[src/rtl/seq_detector_gen_pkg.sv]
// Shared types and default sizes for the serial pattern detector.
package seq_det_pkg;
  localparam int PAT_W_DEF = 4;
  localparam int CNT_W_DEF = 8;

  typedef enum logic {S_IDLE, S_RUN} state_t;
endpackage

[src/rtl/seq_detector_gen_if.sv]
// Configuration, bit-stream and result signals of the pattern detector.
interface seq_detector_gen_if
  import seq_det_pkg::*;
#(
  parameter int PAT_W = PAT_W_DEF,
  parameter int CNT_W = CNT_W_DEF
);
  // in_valid qualifies in_bit with no back-pressure: a bit presented with
  // in_valid=1 is consumed in that cycle (unless cfg_load is also high).
  logic             cfg_load;
  logic [PAT_W-1:0] pattern;
  logic             overlap_en;
  logic             in_valid;
  logic             in_bit;
  logic             clear_cnt;
  logic             mealy_y;
  logic             moore_y;
  logic [CNT_W-1:0] match_cnt;
  logic             armed;
  state_t           dbg_state;

  modport master (
    output cfg_load, pattern, overlap_en, in_valid, in_bit, clear_cnt,
    input  mealy_y, moore_y, match_cnt, armed, dbg_state
  );

  modport slave (
    input  cfg_load, pattern, overlap_en, in_valid, in_bit, clear_cnt,
    output mealy_y, moore_y, match_cnt, armed, dbg_state
  );
endinterface

[src/rtl/seq_detector_gen_sat_counter.sv]
// Saturating up-counter with synchronous clear taking priority over increment.
module sat_counter #(
  parameter int CNT_W = 8
) (
  input  logic             clk,
  input  logic             rst_n,
  input  logic             clr,
  input  logic             inc,
  output logic [CNT_W-1:0] cnt
);
  localparam logic [CNT_W-1:0] CNT_MAX = '1;

  always_ff @(posedge clk or negedge rst_n) begin
    if (!rst_n) begin
      cnt <= '0;
    end else if (clr) begin
      cnt <= '0;
    end else if (inc && (cnt != CNT_MAX)) begin
      cnt <= cnt + 1'b1;
    end
  end
endmodule

[src/rtl/seq_detector_gen.sv]
// Run-time configurable serial pattern detector with Mealy/Moore flags and a
// saturating match counter.
module seq_detector_gen
  import seq_det_pkg::*;
#(
  parameter int PAT_W = PAT_W_DEF,
  parameter int CNT_W = CNT_W_DEF
) (
  input logic         clk,
  input logic         reset,
  seq_detector_gen_if.slave bus
);
  localparam int                FW       = $clog2(PAT_W);
  localparam logic [FW-1:0]     FILL_MAX = FW'(PAT_W - 1);

  state_t           state, state_nxt;
  logic [PAT_W-1:0] pat_q;
  logic             ovl_q;
  logic [PAT_W-2:0] hist;
  logic [FW-1:0]    fill;
  logic             moore_q;
  logic             accept;
  logic             hit;
  logic [PAT_W-1:0] window;

  assign window = {hist, bus.in_bit};

  always_comb begin
    state_nxt = state;
    accept    = 1'b0;
    hit       = 1'b0;
    if (bus.cfg_load) begin
      state_nxt = S_RUN;
    end else if (state == S_RUN) begin
      accept = bus.in_valid;
      hit    = bus.in_valid && (fill == FILL_MAX) && (window == pat_q);
    end
  end

  always_ff @(posedge clk or negedge reset) begin
    if (!reset) begin
      state <= S_IDLE;
    end else begin
      state <= state_nxt;
    end
  end

  // Datapath: a non-overlapping hit restarts the window from empty.
  always_ff @(posedge clk or negedge reset) begin
    if (!reset) begin
      pat_q   <= '0;
      ovl_q   <= 1'b0;
      hist    <= '0;
      fill    <= '0;
      moore_q <= 1'b0;
    end else if (bus.cfg_load) begin
      pat_q   <= bus.pattern;
      ovl_q   <= bus.overlap_en;
      hist    <= '0;
      fill    <= '0;
      moore_q <= 1'b0;
    end else if (accept) begin
      moore_q <= hit;
      if (hit && !ovl_q) begin
        hist <= '0;
        fill <= '0;
      end else begin
        hist <= window[PAT_W-2:0];
        if (fill != FILL_MAX) begin
          fill <= fill + 1'b1;
        end
      end
    end
  end

  sat_counter #(.CNT_W(CNT_W)) u_cnt (
    .clk   (clk),
    .rst_n (reset),
    .clr   (bus.clear_cnt),
    .inc   (hit),
    .cnt   (bus.match_cnt)
  );

  assign bus.mealy_y   = hit;
  assign bus.moore_y   = moore_q;
  assign bus.armed     = (state == S_RUN);
  assign bus.dbg_state = state;
endmodule

[src/flat_wrapper.sv]
// flat-port wrapper written by rule: the top's interface ports become plain ports
module seq_detector_gen_flat import seq_det_pkg::*;
#(
  parameter int PAT_W = PAT_W_DEF,
  parameter int CNT_W = CNT_W_DEF
)
  (clk, reset, bus_cfg_load, bus_pattern, bus_overlap_en, bus_in_valid, bus_in_bit, bus_clear_cnt, bus_mealy_y, bus_moore_y, bus_match_cnt, bus_armed, bus_dbg_state);
  seq_detector_gen_if #(.PAT_W(PAT_W), .CNT_W(CNT_W)) bus_i ();
  input logic clk;
  input logic reset;
  input wire logic [$bits(bus_i.cfg_load)-1:0] bus_cfg_load;
  input wire logic [$bits(bus_i.pattern)-1:0] bus_pattern;
  input wire logic [$bits(bus_i.overlap_en)-1:0] bus_overlap_en;
  input wire logic [$bits(bus_i.in_valid)-1:0] bus_in_valid;
  input wire logic [$bits(bus_i.in_bit)-1:0] bus_in_bit;
  input wire logic [$bits(bus_i.clear_cnt)-1:0] bus_clear_cnt;
  output wire logic [$bits(bus_i.mealy_y)-1:0] bus_mealy_y;
  output wire logic [$bits(bus_i.moore_y)-1:0] bus_moore_y;
  output wire logic [$bits(bus_i.match_cnt)-1:0] bus_match_cnt;
  output wire logic [$bits(bus_i.armed)-1:0] bus_armed;
  output wire logic [$bits(bus_i.dbg_state)-1:0] bus_dbg_state;
  assign bus_i.cfg_load = bus_cfg_load;
  assign bus_i.pattern = bus_pattern;
  assign bus_i.overlap_en = bus_overlap_en;
  assign bus_i.in_valid = bus_in_valid;
  assign bus_i.in_bit = bus_in_bit;
  assign bus_i.clear_cnt = bus_clear_cnt;
  assign bus_mealy_y = bus_i.mealy_y;
  assign bus_moore_y = bus_i.moore_y;
  assign bus_match_cnt = bus_i.match_cnt;
  assign bus_armed = bus_i.armed;
  assign bus_dbg_state = bus_i.dbg_state;
  seq_detector_gen #(.PAT_W(PAT_W), .CNT_W(CNT_W)) u_core (.clk(clk), .reset(reset), .bus(bus_i));
endmodule
[config.mk]
export PLATFORM = sky130hd
export DESIGN_NAME = seq_detector_gen_flat
export DESIGN_NICKNAME = d
export VERILOG_FILES = /design/src/rtl/seq_detector_gen_pkg.sv /design/src/rtl/seq_detector_gen_if.sv /design/src/rtl/seq_detector_gen_sat_counter.sv /design/src/rtl/seq_detector_gen.sv /design/src/flat_wrapper.sv
export SDC_FILE = /design/constraint.sdc
export NUM_CORES = 1
export LEC_CHECK = 0
export ABC_AREA = 1
export CORE_ASPECT_RATIO = 1.4
export CORE_MARGIN = 10
export CORE_UTILIZATION = 30
export DETAILED_ROUTE_END_ITERATION = 10
export PLACE_DENSITY = 0.62
export SLEW_MARGIN = 20
export SYNTH_ARGS = -nofsm -noshare
export SYNTH_HDL_FRONTEND = slang
export SYNTH_SLANG_ARGS = --single-unit
[constraint.sdc]
create_clock -name clk -period 1.9 [get_ports clk]
set_input_delay 0.38 -clock clk [delete_from_list [all_inputs] [get_ports clk]]
set_output_delay 0.38 -clock clk [all_outputs]
set_load 0.005 [all_outputs]
# After elaboration in Yosys (flattened, before gate mapping)
# Index checks and enable logic that the tools add are counted.
[totals] reg_bits=20 in_bits=11 out_inout_bits=12 wordCells=37
[op_classes] n_addsub=2 eq_ne=4 n_mux=15 reduce_logical=9
[ops] cell="8-bit two-way mux" count=2
[ops] cell="3-bit two-way mux" count=3
[ops] cell="8-bit by 1-bit adder with 8-bit output (second input constant)" count=1
[ops] cell="2-bit two-way mux" count=4
[ops] cell="8-bit != test (second input constant)" count=1
[ops] cell="1-bit two-way mux" count=6
[ops] cell="4-bit equality test" count=1
[ops] cell="1-bit logical AND" count=4
[ops] cell="2-bit nonzero test" count=2
[ops] cell="3-bit nonzero test" count=1
[ops] cell="2-bit by 1-bit adder with 2-bit output (second input constant)" count=1
[ops] cell="2-bit equality test (second input constant)" count=1
[ops] cell="2-bit != test (second input constant)" count=1
[ops] cell="2-bit AND reduction" count=1
[ops] cell="1-bit zero test" count=1

# Depth between registers and ports, before layout
[depth] word_depth=9 ltp_mapped=12 ltp_nobuf=10

# By module
# A second synthesis with hierarchy kept.
[hier_totals] cells_unflattened=159 hier_area_um2=1163.6
[by_module_without_submodules] module="seq_detector_gen" instances=1 cells_each=85 area_each_um2=651.9 seq_area_each_um2=300.3
[by_module_without_submodules] module="sat_counter" instances=1 cells_each=74 area_each_um2=511.7 seq_area_each_um2=200.2

# Worst setup path before layout
# Ideal clock, no wire load.
[synth_timing] path_type="input-to-output" startpoint="input bus_cfg_load" endpoint="output bus_mealy_y" arrival_time_ns=1.056 required_time_ns=1.520 path_slack_ns=0.464 cell_stages=8 path_buffers=2 cell_sequence="buf_6 -> clkinv_4 -> nand2_2 -> nor2_2 -> nand2_1 -> nor2_2 -> and2_1 -> buf_6"
[synth_between] elab_chain_len=1
[synth_rtl] item="start: declaration" line_no="flat_wrapper.sv:11" text="input wire logic [$bits(bus_i.cfg_load)-1:0] bus_cfg_load;"
[synth_rtl] item="1-bit two-way mux" line_no="seq_detector_gen.sv:32" text="if (bus.cfg_load) begin"
[synth_rtl] item="end: declaration" line_no="flat_wrapper.sv:17" text="output wire logic [$bits(bus_i.mealy_y)-1:0] bus_mealy_y;"
# Every way passes these cells.

# Worst setup path after layout
[layout_timing] startpoint="register u_core.fill[0]" endpoint="output bus_mealy_y"
[layout_between] elab_chain_len=5
[layout_rtl] item="start: declaration" line_no="seq_detector_gen.sv:20" text="logic [FW-1:0] fill;"
[layout_rtl] item="start signal: assignment" line_no="seq_detector_gen.sv:70" text="fill <= fill + 1'b1;"
[layout_rtl] item="2-bit equality test" line_no="seq_detector_gen.sv:36" text="hit = bus.in_valid && (fill == FILL_MAX) && (window == pat_q);"
[layout_rtl] item="1-bit logical AND (2 in a row)" line_no="seq_detector_gen.sv:36"
[layout_rtl] item="1-bit two-way mux" line_no="seq_detector_gen.sv:34" text="end else if (state == S_RUN) begin"
[layout_rtl] item="1-bit two-way mux" line_no="seq_detector_gen.sv:32"
# Every way passes these cells.

==> results by stage <==
Critical path:
- The type of the setup path with the least slack is flop to output pin.
- The critical path data arrival time is between 1 and 1.5 ns.
- In this run the register-to-register setup slack is 0.29 ns.
- In this run the critical register-to-register path is captured at u_core.u_cnt.cnt[7]$_DFFE_PN0P_.
- STA classifies the critical path endpoint as an output pin.
- The worst register-to-register path has a depth of 8.
- The startpoint identified for the worst register-to-register timing path is u_core.u_cnt.cnt[0]$_DFFE_PN0P_.
- The worst-path cell with the longest stage delay is sky130_fd_sc_hd__dfrtp_1.
- The critical path goes through ha_2 > nand2_2 > nor2_2 > nand2_1 > nor2_2 > and2_4 > buf_2.
- The most critical setup path has its startpoint at u_core.fill[0]$_DFFE_PN0P_.
- Among the stages of the critical path, the cell type that occurs most often is sky130_fd_sc_hd__nor2_2.
- The critical path startpoint category is a flop.
- The data required time of the worst path is approximately 1.5 ns.
- The end of the critical path is bus_mealy_y.
- The stage delay of the slowest cell on the critical path is between 0.3 and 0.4 ns.
- In this run the worst path has a maximum fanout of 3.

Routing:
- The post-detailed-route count of antenna-violating nets is 0.
- The via count is 983.
- The post-detailed-route wirelength per cell is about 11 um.
- The first routing iteration left 110 violations.
- The final layout contains routed wiring with a total length of roughly 2400 um.
- The detailed-routing iteration count for the pre-antenna-repair pass is 4.
- The number of vias per cell is 4.68.
- The DRC violations left is 0.

Floorplan:
- The floorplan has 26 rows.
- The total core area is between 3000 and 4000 um^2.
- The floorplan step defined a die boundary enclosing between 6000 and 7000 um^2.
- The number of placed I/O pins is 23.
- The initial utilization of the core area, before any placement, comes to 0.306.
- From left edge to right edge, the die measures roughly 70 um.
- From bottom edge to top edge, the die measures around 92 um.

STA:
- The post-layout minimum cycle time is between 1.5 and 2 ns.
- In the final timing run, aggregate negative setup slack is 0 ns.
- Between clock sinks in the finished design, the worst skew comes to just over 0.006 ns.
- Setup repair after global routing left no endpoint under its margin.
- The total count of hold-check failures in the final report is 0.
- The portion of the clock cycle consumed by the worst path in the final layout is 0.917.
- Setup violations remaining at the end of the flow were counted as 0.
- Hold timing on the final database bottoms out at a slack of ~0.46 ns.
- The count of pins over their slew limit is 0.
- Based on the critical path, the design can be clocked at up to 574 MHz.
- Across all setup checks in the final design, the least slack found is between 0.15 and 0.2 ns.
- For the pin with the worst max-slew slack, the measured transition is between 0.2 and 0.3 ns.
- The relative slew slack is 0.799.

Place:
- The count of buffers added on input and output ports is 22.
- The placed wire-length estimate is around 2000 um.
- The post-placement cell count is just over 200.
- The post-placement worst setup slack is -0.356 ns.
- The congestion estimate from routability-driven global placement came to 0.870.

Final layout:
- The register area is about 500 um^2.
- The area growth from synthesis to layout is 32.4%.
- The fraction of final layout cells with drive strength greater than 1 is 0.131.
- The number of nets in the final layout is around 180.
- The finished layout holds 210 standard cells, fillers aside.
- The multi-input gate area in the final layout is 524 um^2.
- 0 antenna diodes ended up in the layout.
- The filler cell count is 370.

Power and ir drop:
- Dividing total power by cell area gives a power density of a little under 700 nW/um^2.
- Across the VDD grid, the largest voltage drop is 0.000326 V.
- The reported leakage power is about 0.75 nW.

Synthesis:
- The number of instances in the synthesized netlist is 140.
- After synthesis, the netlist uses 25 different library cells.
- In this run, synthesis produced a sequential element count of 20.
- The mapped netlist covers 1100 um^2.
- For this run, the number of Yosys warnings is 0.
- In the post-synthesis netlist, the biggest area contributors are sky130_fd_sc_hd__dfrtp_1 45%, sky130_fd_sc_hd__nand2_1 17%, sky130_fd_sc_hd__nand3_1 6.3%.
- The average cell area after synthesis is between 7 and 8 um^2.
- The sequential area share after synthesis is 0.453.
- Summed over all instances, the cell type with the most area after synthesis is sky130_fd_sc_hd__dfrtp_1.
- The proportion of netlist area held by the largest area contributor is 0.453.
- Counting every net in the synthesized netlist gives 153.

CTS:
- TritonCTS created 3 clock buffers.
- The CTS tree is done.
- The clock drives 20 sinks.
- The clock tree buffer depth is 2.
- The clock slew at the register clock pins of the worst setup and hold paths is around 0.070 ns.
- In this run the number of H-tree levels came out at 1.
- The clock insertion delay at the later pin of the skew report is 0.26 ns.
- The number of hold buffers added after CTS was 0.
- The clock root buffer is sky130_fd_sc_hd__clkbuf_8.

GRT:
- The number of antenna violations at the first check in global routing was 0.
- The global-route wire length before repair is roughly 4100 um.
- Entering global routing, the biggest net connects 21 pins.
- Summed over all layers, the global routing overflow is 0.
- The overall fraction of global-route tracks in use is 0.0757.
- The number of global-route vias before repair was just under 1000.

Status:
- The flow ran to the end, and the final reports show no timing, DRC or antenna violations.

Hold path:
- In this run the worst hold path is classified as input port to asynchronous set/reset pin.

Flow run:
- Max-cap violations in this run came to 0.
per-stage QoR:
| stage | area, um^2 | total power [W] | util |
|---|---|---|---|
| 2_1_floorplan | 1100 | 0.000539 | - |
| 6_report | 1460 | 0.00100 | 0.405 |
| 4_1_cts | 1460 | 0.00102 | 0.403 |
| 3_3_place_gp | 1380 | 0.000592 | 0.383 |
| 5_1_grt | 1460 | 0.00106 | 0.405 |
| 3_5_place_dp | 1380 | 0.000596 | 0.383 |
worst min path at each step:
stage / from / endpoint / slack, ns / cells after the start
after floorplan: reset / u_core.bus.armed$_DFFE_PN0P_ / 0.08 / 0
after global placement: u_core.fill[1]$_DFFE_PN0P_ / u_core.fill[1]$_DFFE_PN0P_ / 0.47 / 2
after detailed placement: u_core.bus.moore_y$_DFFE_PN0P_ / u_core.bus.moore_y$_DFFE_PN0P_ / 0.47 / 1
after CTS: reset / u_core.u_cnt.cnt[3]$_DFFE_PN0P_ / 0.46 / 2
after global routing: reset / u_core.u_cnt.cnt[3]$_DFFE_PN0P_ / 0.49 / 2
final: reset / u_core.u_cnt.cnt[3]$_DFFE_PN0P_ / 0.46 / 2
Yosys cell counts:
master                     count
sky130_fd_sc_hd__nand2_1      49
sky130_fd_sc_hd__dfrtp_1      20
sky130_fd_sc_hd__nand3_1      14
sky130_fd_sc_hd__inv_1        11
sky130_fd_sc_hd__nor2_1       11
sky130_fd_sc_hd__o21ai_0       6
sky130_fd_sc_hd__xor2_1        6
sky130_fd_sc_hd__nand4_1       3
sky130_fd_sc_hd__buf_6         2
sky130_fd_sc_hd__ha_1          2
sky130_fd_sc_hd__nor2_2        2
sky130_fd_sc_hd__a21o_1        1
sky130_fd_sc_hd__a21oi_1       1
sky130_fd_sc_hd__and2_1        1
sky130_fd_sc_hd__buf_4         1
sky130_fd_sc_hd__clkbuf_1      1
sky130_fd_sc_hd__clkinv_1      1
sky130_fd_sc_hd__clkinv_4      1
sky130_fd_sc_hd__nand2_2       1
sky130_fd_sc_hd__nand2_4       1
sky130_fd_sc_hd__nand2_8       1
sky130_fd_sc_hd__nand3_2       1
sky130_fd_sc_hd__nor3_1        1
sky130_fd_sc_hd__o21ai_1       1
sky130_fd_sc_hd__or2_2         1
power by group:
| part | switching (W) | leakage [nW] | internal (W) | total, W |
|---|---|---|---|---|
| sequential | 0.0000187 | 0.260 | 0.000449 | 0.000468 |
| combinational | 0.0000627 | 0.450 | 0.0000556 | 0.000118 |
| clock | 0.000136 | 0.0357 | 0.000281 | 0.000417 |
| total | 0.000217 | 0.746 | 0.000786 | 0.00100 |
cell type report:
class,count,area share
clock buffer,3,0.0282
clock inverter,1,0.0205
inverter,13,0.0368
multi-input combinational,103,0.358
sequential,20,0.342
tap,42,0.0359
timing repair buffer,28,0.178
what timing repair did:
item | CTS | global route
hold endpoints to repair | 0 | 0
setup buffers | 0 | 1
setup endpoints to repair | 1 | 1
resized for setup | 7 | 3
pin swaps | 3 | 5
sequential cells by signal (all words and copies together), names as in the netlist:
register            cells
u_core.fill             2
u_core.bus.moore_y      1
u_core.bus.armed        1
u_core.u_cnt.cnt        8
u_core.hist             3
u_core.pat_q            4
u_core.ovl_q            1
layout by cell type, fill, tap and decap left out:
master                            netlist  routed
sky130_fd_sc_hd__clkinv_1               1       1
sky130_fd_sc_hd__nor3_1                 1       1
sky130_fd_sc_hd__clkinv_4               1       1
sky130_fd_sc_hd__clkdlybuf4s50_1        0      18
sky130_fd_sc_hd__nor2_2                 2       2
sky130_fd_sc_hd__xor2_1                 6       6
sky130_fd_sc_hd__dlymetal6s2s_1         0       1
sky130_fd_sc_hd__ha_1                   2       1
sky130_fd_sc_hd__o21ai_0                6       6
sky130_fd_sc_hd__nand3_2                1       1
sky130_fd_sc_hd__nand2_4                1       1
sky130_fd_sc_hd__dlygate4sd2_1          0       2
sky130_fd_sc_hd__nand2_2                1       2
sky130_fd_sc_hd__dfrtp_1               20      20
sky130_fd_sc_hd__nand2_8                1       1
sky130_fd_sc_hd__or2_2                  1       1
sky130_fd_sc_hd__a21o_1                 1       1
sky130_fd_sc_hd__o21ai_1                1       1
sky130_fd_sc_hd__bufinv_16              0       1
sky130_fd_sc_hd__a21oi_1                1       1
sky130_fd_sc_hd__inv_1                 11      11
sky130_fd_sc_hd__and2_4                 0       1
sky130_fd_sc_hd__buf_2                  0       1
sky130_fd_sc_hd__nand4_1                3       3
sky130_fd_sc_hd__clkbuf_8               0       3
sky130_fd_sc_hd__ha_2                   0       1
sky130_fd_sc_hd__buf_4                  1       6
sky130_fd_sc_hd__nand2_1               49      48
sky130_fd_sc_hd__nor2_1                11      11
sky130_fd_sc_hd__nand3_1               14      14
critical path, delay by kind of cell, from the launching register on:
family / cells / cell delay, ns
adder cells (fa/ha/maj): 1 / 0.18
buffers and inverters: 1 / 0.10
flip-flops: 1 / 0.38
AND/OR/NAND/NOR: 5 / 0.43
cell families after synthesis:
family	Yosys count	share of synthesized area
adder cells (fa/ha/maj)	2	0.0226
buffers and inverters	17	0.0793
AND/OR/NAND/NOR	86	0.354
XOR/XNOR	6	0.0476
flip-flops	20	0.453
AO/OA/AOI/OAI	9	0.0430
layer usage:
| metal | part of all wire | wire [um] | GRT usage |
|---|---|---|---|
| met5 | 0 | 0 | 0 |
| met4 | 0.020 | 47 | 0.0388 |
| met3 | 0.078 | 187 | 0.0248 |
| met2 | 0.51 | 1220 | 0.136 |
| met1 | 0.39 | 943 | 0.0740 |
No activity file was read; power rests on OpenSTA's default activity.
